$ cat src/rtl/prog_loader.sv
// ============================================================================
// Module   : prog_loader
// Brief    : Byte-stream bootloader that fills program memory and holds the
//            CPU in reset until a checksum-verified image has been received.
//            Optional inter-byte timeout enabled by macro LOADER_TIMEOUT_EN.
// Revision : 1.0 - initial release
// ============================================================================
`default_nettype none

module prog_loader #(
  parameter logic [7:0] SYNC_BYTE      = 8'hA5,
  parameter int         TIMEOUT_CYCLES = 1000
) (
  input  logic        clk,
  input  logic        rst,
  input  logic        start,
  input  logic        in_valid,
  input  logic [7:0]  in_data,
  output logic        in_ready,
  output logic        mem_we,
  output logic [7:0]  mem_addr,
  output logic [15:0] mem_wdata,
  output logic        cpu_hold,
  output logic        done,
  output logic        error,
  output logic [8:0]  words_loaded
);

  typedef enum logic [2:0] {
    S_IDLE  = 3'd0,
    S_COUNT = 3'd1,
    S_HI    = 3'd2,
    S_LO    = 3'd3,
    S_CSUM  = 3'd4,
    S_DONE  = 3'd5,
    S_ERR   = 3'd6
  } state_t;

  state_t     r_state;
  logic [8:0] r_n;
  logic [8:0] r_idx;
  logic [7:0] r_sum;
  logic [7:0] r_hi;

  logic       w_accept;
  logic       w_busy;
  logic       w_timeout;
  logic [7:0] w_sum_next;
  logic [8:0] w_idx_next;

  assign in_ready   = (r_state != S_DONE);
  assign w_accept   = in_valid && in_ready;
  assign w_busy     = (r_state == S_COUNT) || (r_state == S_HI) ||
                      (r_state == S_LO)    || (r_state == S_CSUM);
  assign w_sum_next = r_sum + in_data;
  assign w_idx_next = r_idx + 9'd1;

`ifdef LOADER_TIMEOUT_EN
  localparam int TW = $clog2(TIMEOUT_CYCLES + 1);
  logic [TW-1:0] r_tmo;

  // Fires on the cycle whose edge would bring the idle count to TIMEOUT_CYCLES.
  assign w_timeout = w_busy && !w_accept &&
                     (r_tmo == TW'(TIMEOUT_CYCLES - 1));

  always_ff @(posedge clk or posedge rst) begin
    if (rst) begin
      r_tmo <= '0;
    end else if (!w_busy || w_accept) begin
      r_tmo <= '0;
    end else begin
      r_tmo <= r_tmo + 1'b1;
    end
  end
`else
  logic w_unused_timeout;
  assign w_unused_timeout = ^TIMEOUT_CYCLES ^ w_busy;
  assign w_timeout        = 1'b0;
`endif

  always_ff @(posedge clk or posedge rst) begin
    if (rst) begin
      r_state      <= S_IDLE;
      r_n          <= '0;
      r_idx        <= '0;
      r_sum        <= '0;
      r_hi         <= '0;
      mem_we       <= 1'b0;
      mem_addr     <= '0;
      mem_wdata    <= '0;
      cpu_hold     <= 1'b1;
      done         <= 1'b0;
      error        <= 1'b0;
      words_loaded <= '0;
    end else begin
      mem_we <= 1'b0;
      if (w_timeout) begin
        r_state  <= S_ERR;
        error    <= 1'b1;
        cpu_hold <= 1'b1;
      end else begin
        case (r_state)
          S_IDLE: begin
            if (w_accept && in_data == SYNC_BYTE) begin
              r_state      <= S_COUNT;
              r_sum        <= '0;
              r_idx        <= '0;
              words_loaded <= '0;
            end
          end
          S_COUNT: begin
            if (w_accept) begin
              r_n     <= (in_data == 8'd0) ? 9'd256 : {1'b0, in_data};
              r_sum   <= in_data;
              r_state <= S_HI;
            end
          end
          S_HI: begin
            if (w_accept) begin
              r_hi    <= in_data;
              r_sum   <= w_sum_next;
              r_state <= S_LO;
            end
          end
          S_LO: begin
            // Write issues from the LO accept so the next HI byte can overlap it.
            if (w_accept) begin
              r_sum        <= w_sum_next;
              mem_we       <= 1'b1;
              mem_addr     <= r_idx[7:0];
              mem_wdata    <= {r_hi, in_data};
              r_idx        <= w_idx_next;
              words_loaded <= words_loaded + 9'd1;
              r_state      <= (w_idx_next == r_n) ? S_CSUM : S_HI;
            end
          end
          S_CSUM: begin
            if (w_accept) begin
              if (w_sum_next == 8'd0) begin
                r_state  <= S_DONE;
                done     <= 1'b1;
                cpu_hold <= 1'b0;
              end else begin
                r_state  <= S_ERR;
                error    <= 1'b1;
                cpu_hold <= 1'b1;
              end
            end
          end
          S_DONE: begin
            if (start) begin
              r_state  <= S_IDLE;
              done     <= 1'b0;
              cpu_hold <= 1'b1;
            end
          end
          S_ERR: begin
            if (start) begin
              r_state <= S_IDLE;
              error   <= 1'b0;
            end else if (w_accept && in_data == SYNC_BYTE) begin
              r_state      <= S_COUNT;
              error        <= 1'b0;
              r_sum        <= '0;
              r_idx        <= '0;
              words_loaded <= '0;
            end
          end
          default: begin
            r_state <= S_IDLE;
          end
        endcase
      end
    end
  end

endmodule

`default_nettype wire

$ cat config.mk
export PLATFORM = sky130hd
export DESIGN_NAME = prog_loader
export DESIGN_NICKNAME = d
export VERILOG_FILES = /design/src/rtl/prog_loader.sv
export SDC_FILE = /design/constraint.sdc
export NUM_CORES = 1
export LEC_CHECK = 0
export CORE_UTILIZATION = 50
export CTS_BUF_LIST = sky130_fd_sc_hd__clkbuf_4
export DETAILED_ROUTE_END_ITERATION = 16
export GPL_TIMING_DRIVEN = 0
export PLACE_DENSITY = 0.73
export REMOVE_ABC_BUFFERS = 1
export SLEW_MARGIN = 20
export SYNTH_ARGS = -nofsm -noshare
export SYNTH_HDL_FRONTEND = slang
export SYNTH_SLANG_ARGS = --single-unit
$ cat constraint.sdc
create_clock -name clk -period 3.1 [get_ports clk]
set_input_delay 0.465 -clock clk [delete_from_list [all_inputs] [get_ports clk]]
set_output_delay 0.465 -clock clk [all_outputs]
set_load 0.05 [all_outputs]
# Word-level counts from Yosys, hierarchy flattened
# Cells that the tools add are included.
# Widths: inputs -> output; s select.
dict set report classes {
  addsub 3
  eq_ne 19
  n_mux 39
  n_reduce_logical 19
}
# operator count
set op_table {}
lappend op_table {{$mux 9} 7}
lappend op_table {{$pmux 9 s3} 2}
lappend op_table {{$mux 8} 4}
lappend op_table {{$pmux 8 s4} 1}
lappend op_table {{$mux 3} 8}
lappend op_table {{$pmux 3 s7} 1}
lappend op_table {{$add 9x1->9 const B} 2}
lappend op_table {{$logic_not 8->1} 2}
lappend op_table {{$ne 2x2->1 const B} 7}
lappend op_table {{$mux 1} 12}
lappend op_table {{$reduce_and 4->1} 3}
lappend op_table {{$eq 3x3->1 const B} 3}
lappend op_table {{$eq 9x9->1} 1}
lappend op_table {{$add 8x8->8} 1}
lappend op_table {{$eq 8x8->1 const B} 1}
lappend op_table {{$eq 3x2->1 const B} 2}
lappend op_table {{$ne 3x3->1 const B} 2}
lappend op_table {{$pmux 1 s2} 3}
lappend op_table {{$reduce_and 2->1} 3}
lappend op_table {{$reduce_and 3->1} 2}
lappend op_table {{$reduce_and 5->1} 1}
lappend op_table {{$ne 2x1->1 const B} 2}
lappend op_table {{$reduce_bool 2->1} 2}
lappend op_table {{$reduce_bool 4->1} 1}
lappend op_table {{6 further kinds} 7}
dict set report totals {
  regBits 74
  in_bits 12
  output_inout_bits 38
  wordCells 92
}

# Depth between registers and ports, before layout
dict set report depth {
  depth_word 6
  mapped_depth 9
  depth_no_buf 8
}

# Worst setup path after synthesis
# No wires, ideal clock.
dict set report synth_timing {
  path_kind {input-to-reg}
  from {input port in_data[0]}
  to {register r_state[1]}
  setup_ns 0.124
  t_arrival_ns 2.194
  required_ns 2.976
  setup_slack_ns 0.782
  cell_stages 7
  path_buffers 0
  cell_sequence {ha_1 -> fa_1 -> xor2_1 -> or3_1 -> nor4_1 -> a31oi_1 -> or2_1}
}
dict set report synth_between {
  elab_chain_len 5
  word_cells_on_any_way 9
  cone_classes {add/sub (1); eq/ne (1); mux (5); reduce/logical (2)}
}
# element line_no
set synth_rtl {}
lappend synth_rtl {{start: declaration} 18} ;# input logic [7:0] in_data,
lappend synth_rtl {{$add 8x8->8 or $eq 8x8->1 (tied branches)} {55, 104, 161}}
lappend synth_rtl {{$logic_not 8->1 or $logic_and 1x1->1 (tied branches)} {139, 104, 161}}
lappend synth_rtl {{$mux 2 or $mux 3 (tied branches)} -}
lappend synth_rtl {{$mux 3 (on tied branches)} -}
lappend synth_rtl {{$pmux 3 s7 (*)} 102} ;# case (r_state)
lappend synth_rtl {{end signal: assignment} 134} ;# r_state <= (w_idx_next == r_n) ? S_CSUM : S_HI;
lappend synth_rtl {{end: declaration} 39} ;# state_t r_state;
# Every way passes the cells marked *; elsewhere a longest branch is shown, timed or not. The select of a mux whose other input is x is not followed.
# A chain may end at the register's enable or synchronous reset.

# Worst setup path after layout
dict set report layout_timing {
  from {register r_state[0]}
  to {output port in_ready}
}
dict set report layout_between {
  elab_chain_len 1
}
# element line_no
set layout_rtl {}
lappend layout_rtl {{$ne 3x3->1} 51} ;# assign in_ready = (r_state != S_DONE);
lappend layout_rtl {{end: declaration} 19} ;# output logic in_ready,
# Every way passes these cells.

==> out/metrics.cfg <==
[timing]
period_share_pct=91.2
max_freq_mhz=354
final.setup.worst_slack_ps=274
hold_viol_final=0
worst_slew_pin_slew_ps=893
rsz0062_at_grt=false
maxSlewViolCount=0
slew_headroom_pct=40.5
setup_viol=0
fin_crit_ps=2830
skew_ps=12.5

[synthesis]
synth_area_per_cell_um2=9.16
ys_warn_count=0
synth_area_mm2=0.00387
synth_enable_flop_cells=0
synthFlopType=dfrtp_1
yosysTopAreaCellShare_pct=47.1
synth_top_area_cell=dfrtp_1
synthTopCellsByArea=dfrtp_1 47%, nand2_1 11%, mux2_2 4.6%, o21ai_0 4.4%, ha_1 2.9%
async_reset_ff_share_pct=100
synthCells=423
yosysSeqAreaShare_pct=47.8
ys_ff_latch=74
ys_types=56

[finish]
n_fill_cell=645
final_area_mm2=0.00463
nets=484
antenna_cells=0
drive_gt1_share_pct=10.1
area_delta_synth_final_pct=19.5

[global_routing]
grt_pass1_wl_um=14400
met2_usage_pct=36.1
grt_usage_pct=22.1
grt.met1_usage_pct=29.1
met3_usage_pct=3.30
top_usage_layer=met2
overflow=0
grt_max_degree=56
grt_pass1_vias=2958
antenna_found_initial=0

[die]
initial_core_util_pct=52.6
ios=50
dieArea_mm2=0.00811
core.rowCount=31
die_h_um=90.0
die_x_um=90.0
core_mm2=0.00737

[critical_path]
ff2ff_setup_slack_ps=480
critPathBufInv=2
critPathLaunchType=flip-flop
path_class=flip-flop to output port
slowest_delay_ps=820
crit_path_top_delay_cell=dfrtp_1
critPathCaptureType=output port
crit_family=flip-flops
arrival_ps=2360
required_ps=2630
path_cells=and3b_1 -> inv_1 -> clkdlybuf4s50_1
crit_fanout=20

[place]
place_hpwl_um=5770
gp_congestion=0.784
pre_cts_ws_ps=-946
port_buffers=49
post_dp_cell_area_mm2=0.00445

[clocking]
cts_tree=done
cts_setup_buffers=0
cts_buffers=9
clock-sinks=74
path_clk_slew_ps=130
h-tree-depth=3
insertion_delay_ps=430
clockBufferDepth=2
clockRootBuffer=clkbuf_4

[routing]
drt_iter0_markers=178
wl_per_cell_um=15.0
first_pass_iters=5
drc_errors=0
ant_nets=0
num_vias=3152
viasPerCell=5.57
wl_um=8470

[power]
p_leak_nw=2.13
ir_drop_mv=0.566
p_per_area_mw_per_mm2=999

[worst_hold_path]
holdCritPathClass=input port to asynchronous set/reset pin

[run]
drv_cap=0

[status]
status=complete, no violations

[per-stage QoR]
| stage | hold WS, ps | util (%) | TNS, ps | power [mW] | std cells |
|---|---|---|---|---|---|
| detailed placement | 456 | 60.4 | -16830 | 3.94 | 550 |
| floorplan | 435 | - | 0 | 3.23 | 400 |
| finish | 311 | 62.9 | 0 | 4.63 | 566 |
| global placement | 448 | 59.5 | -97310 | 3.83 | 548 |
| global route | 321 | 62.9 | 0 | 4.93 | 566 |
| CTS | 306 | 62.7 | 0 | 4.65 | 566 |
[worst reg2reg max path: cells and delay by family (launching register included)]
| kind | cells | cell delay [ps] |
|---|---|---|
| flops | 1 | 520 |
| buf+inv | 1 | 370 |
| compound gates | 1 | 240 |
| simple gates | 4 | 1440 |
[flip-flops by register name (all words and copies together), names as in the netlist, 3 cells and up]
signal        count
mem_addr          8
mem_wdata        16
r_hi              8
r_idx             9
r_n               9
r_state           3
r_sum             8
words_loaded      9
[area by class of cell]
cell class	instances	area [µm²]	share of cell area (%)
Multi-Input combinational cell	319	1910	41.2
Tap cell	99	124	2.67
Timing Repair Buffer	51	546	11.8
Clock buffer	10	75.1	1.62
Clock inverter	6	90.1	1.94
Sequential cell	74	1850	40.0
Inverter	7	33.8	0.729
[cells in the mapped netlist, drive strengths merged, types with 2 or more instances]
| cell type | count |
|---|---|
| or4 | 3 |
| nand2 | 113 |
| buf | 10 |
| ha | 9 |
| mux2 | 16 |
| o31ai | 5 |
| nand3 | 11 |
| o21ai | 35 |
| a221oi | 2 |
| inv | 7 |
| nand2b | 6 |
| xnor2 | 8 |
| clkbuf | 13 |
| or2 | 2 |
| a21oi | 10 |
| nor3b | 2 |
| xor2 | 9 |
| mux2i | 2 |
| a22o | 9 |
| o21a | 2 |
| a21boi | 3 |
| nor2b | 4 |
| nor2 | 27 |
| dfrtp | 73 |
| nor4 | 3 |
| and3b | 2 |
| and3 | 6 |
| nor3 | 6 |
| a31oi | 2 |
| nand4 | 5 |
| a211oi | 4 |
[logic make-up after synthesis]
group / after synthesis / synth area share (%)
compound gates: 78 / 12.9
xor+xnor: 17 / 3.84
fa+ha+maj: 10 / 3.42
buf+inv: 30 / 3.29
flops: 74 / 47.8
mux: 18 / 5.17
simple gates: 196 / 23.6
[repair_timing]
action / 4_1_cts / 5_1_grt
endpoints found under the setup margin: 18 / 2
hold buffers: 0 / 0
resized for setup: 2 / 3
[final timing paths]
| check | cells past startpoint | startpoint | to |
|---|---|---|---|
| worst max-delay path | 3 | r_state[0]$_DFFE_PP0P_ | in_ready |
| worst min-delay path | 2 | rst | r_hi[2]$_DFFE_PP0P_ |
| worst max register to register | 6 | r_state[2]$_DFFE_PP0P_ | words_loaded[3]$_DFFE_PP0P_ |
| worst min register to register | 2 | r_hi[7]$_DFFE_PP0P_ | mem_wdata[15]$_DFFE_PP0P_ |
| max in group asynchronous | 3 | rst | cpu_hold$_DFFE_PP1P_ |
| min in group clk | 2 | r_hi[7]$_DFFE_PP0P_ | mem_wdata[15]$_DFFE_PP0P_ |
[placed cells by master (no fill, tap or decap), types with 2 or more instances in the layout]
| cell type | count |
|---|---|
| nand2_1 | 113 |
| dfrtp_1 | 72 |
| clkdlybuf4s50_1 | 49 |
| o21ai_0 | 34 |
| nor2_1 | 27 |
| mux2_2 | 16 |
| nand3_1 | 10 |
| clkbuf_4 | 10 |
| a21oi_1 | 9 |
| xor2_1 | 9 |
| a22o_1 | 9 |
| ha_1 | 9 |
| xnor2_1 | 8 |
| and3_1 | 6 |
| nand2b_1 | 6 |
| inv_1 | 5 |
| o31ai_1 | 5 |
| nor3_1 | 5 |
| nand4_1 | 5 |
| nor2b_1 | 3 |
| a211oi_1 | 3 |
| a21boi_0 | 3 |
| inv_6 | 2 |
| and3b_1 | 2 |
| o21a_1 | 2 |
| a221oi_1 | 2 |
| nor4_1 | 2 |
| a31oi_1 | 2 |
| or4_1 | 2 |
| mux2i_1 | 2 |
| bufinv_16 | 2 |
| buf_16 | 2 |
[power breakdown]
part	switching, mW	total [mW]	leakage, nW	internal [mW]
Combinational	1.40	2.29	1.11	0.897
Sequential	0.322	1.64	0.933	1.31
Clock	0.358	0.697	0.0870	0.339
[layer usage]
layer | vias to the layer above | routed length (µm)
met4 | 0 | 180
met1 | 1522 | 3790
met3 | 17 | 357
li1 | 1529 | -
met5 | - | 0
met2 | 84 | 4140
Power figures use the tool's default switching activity.
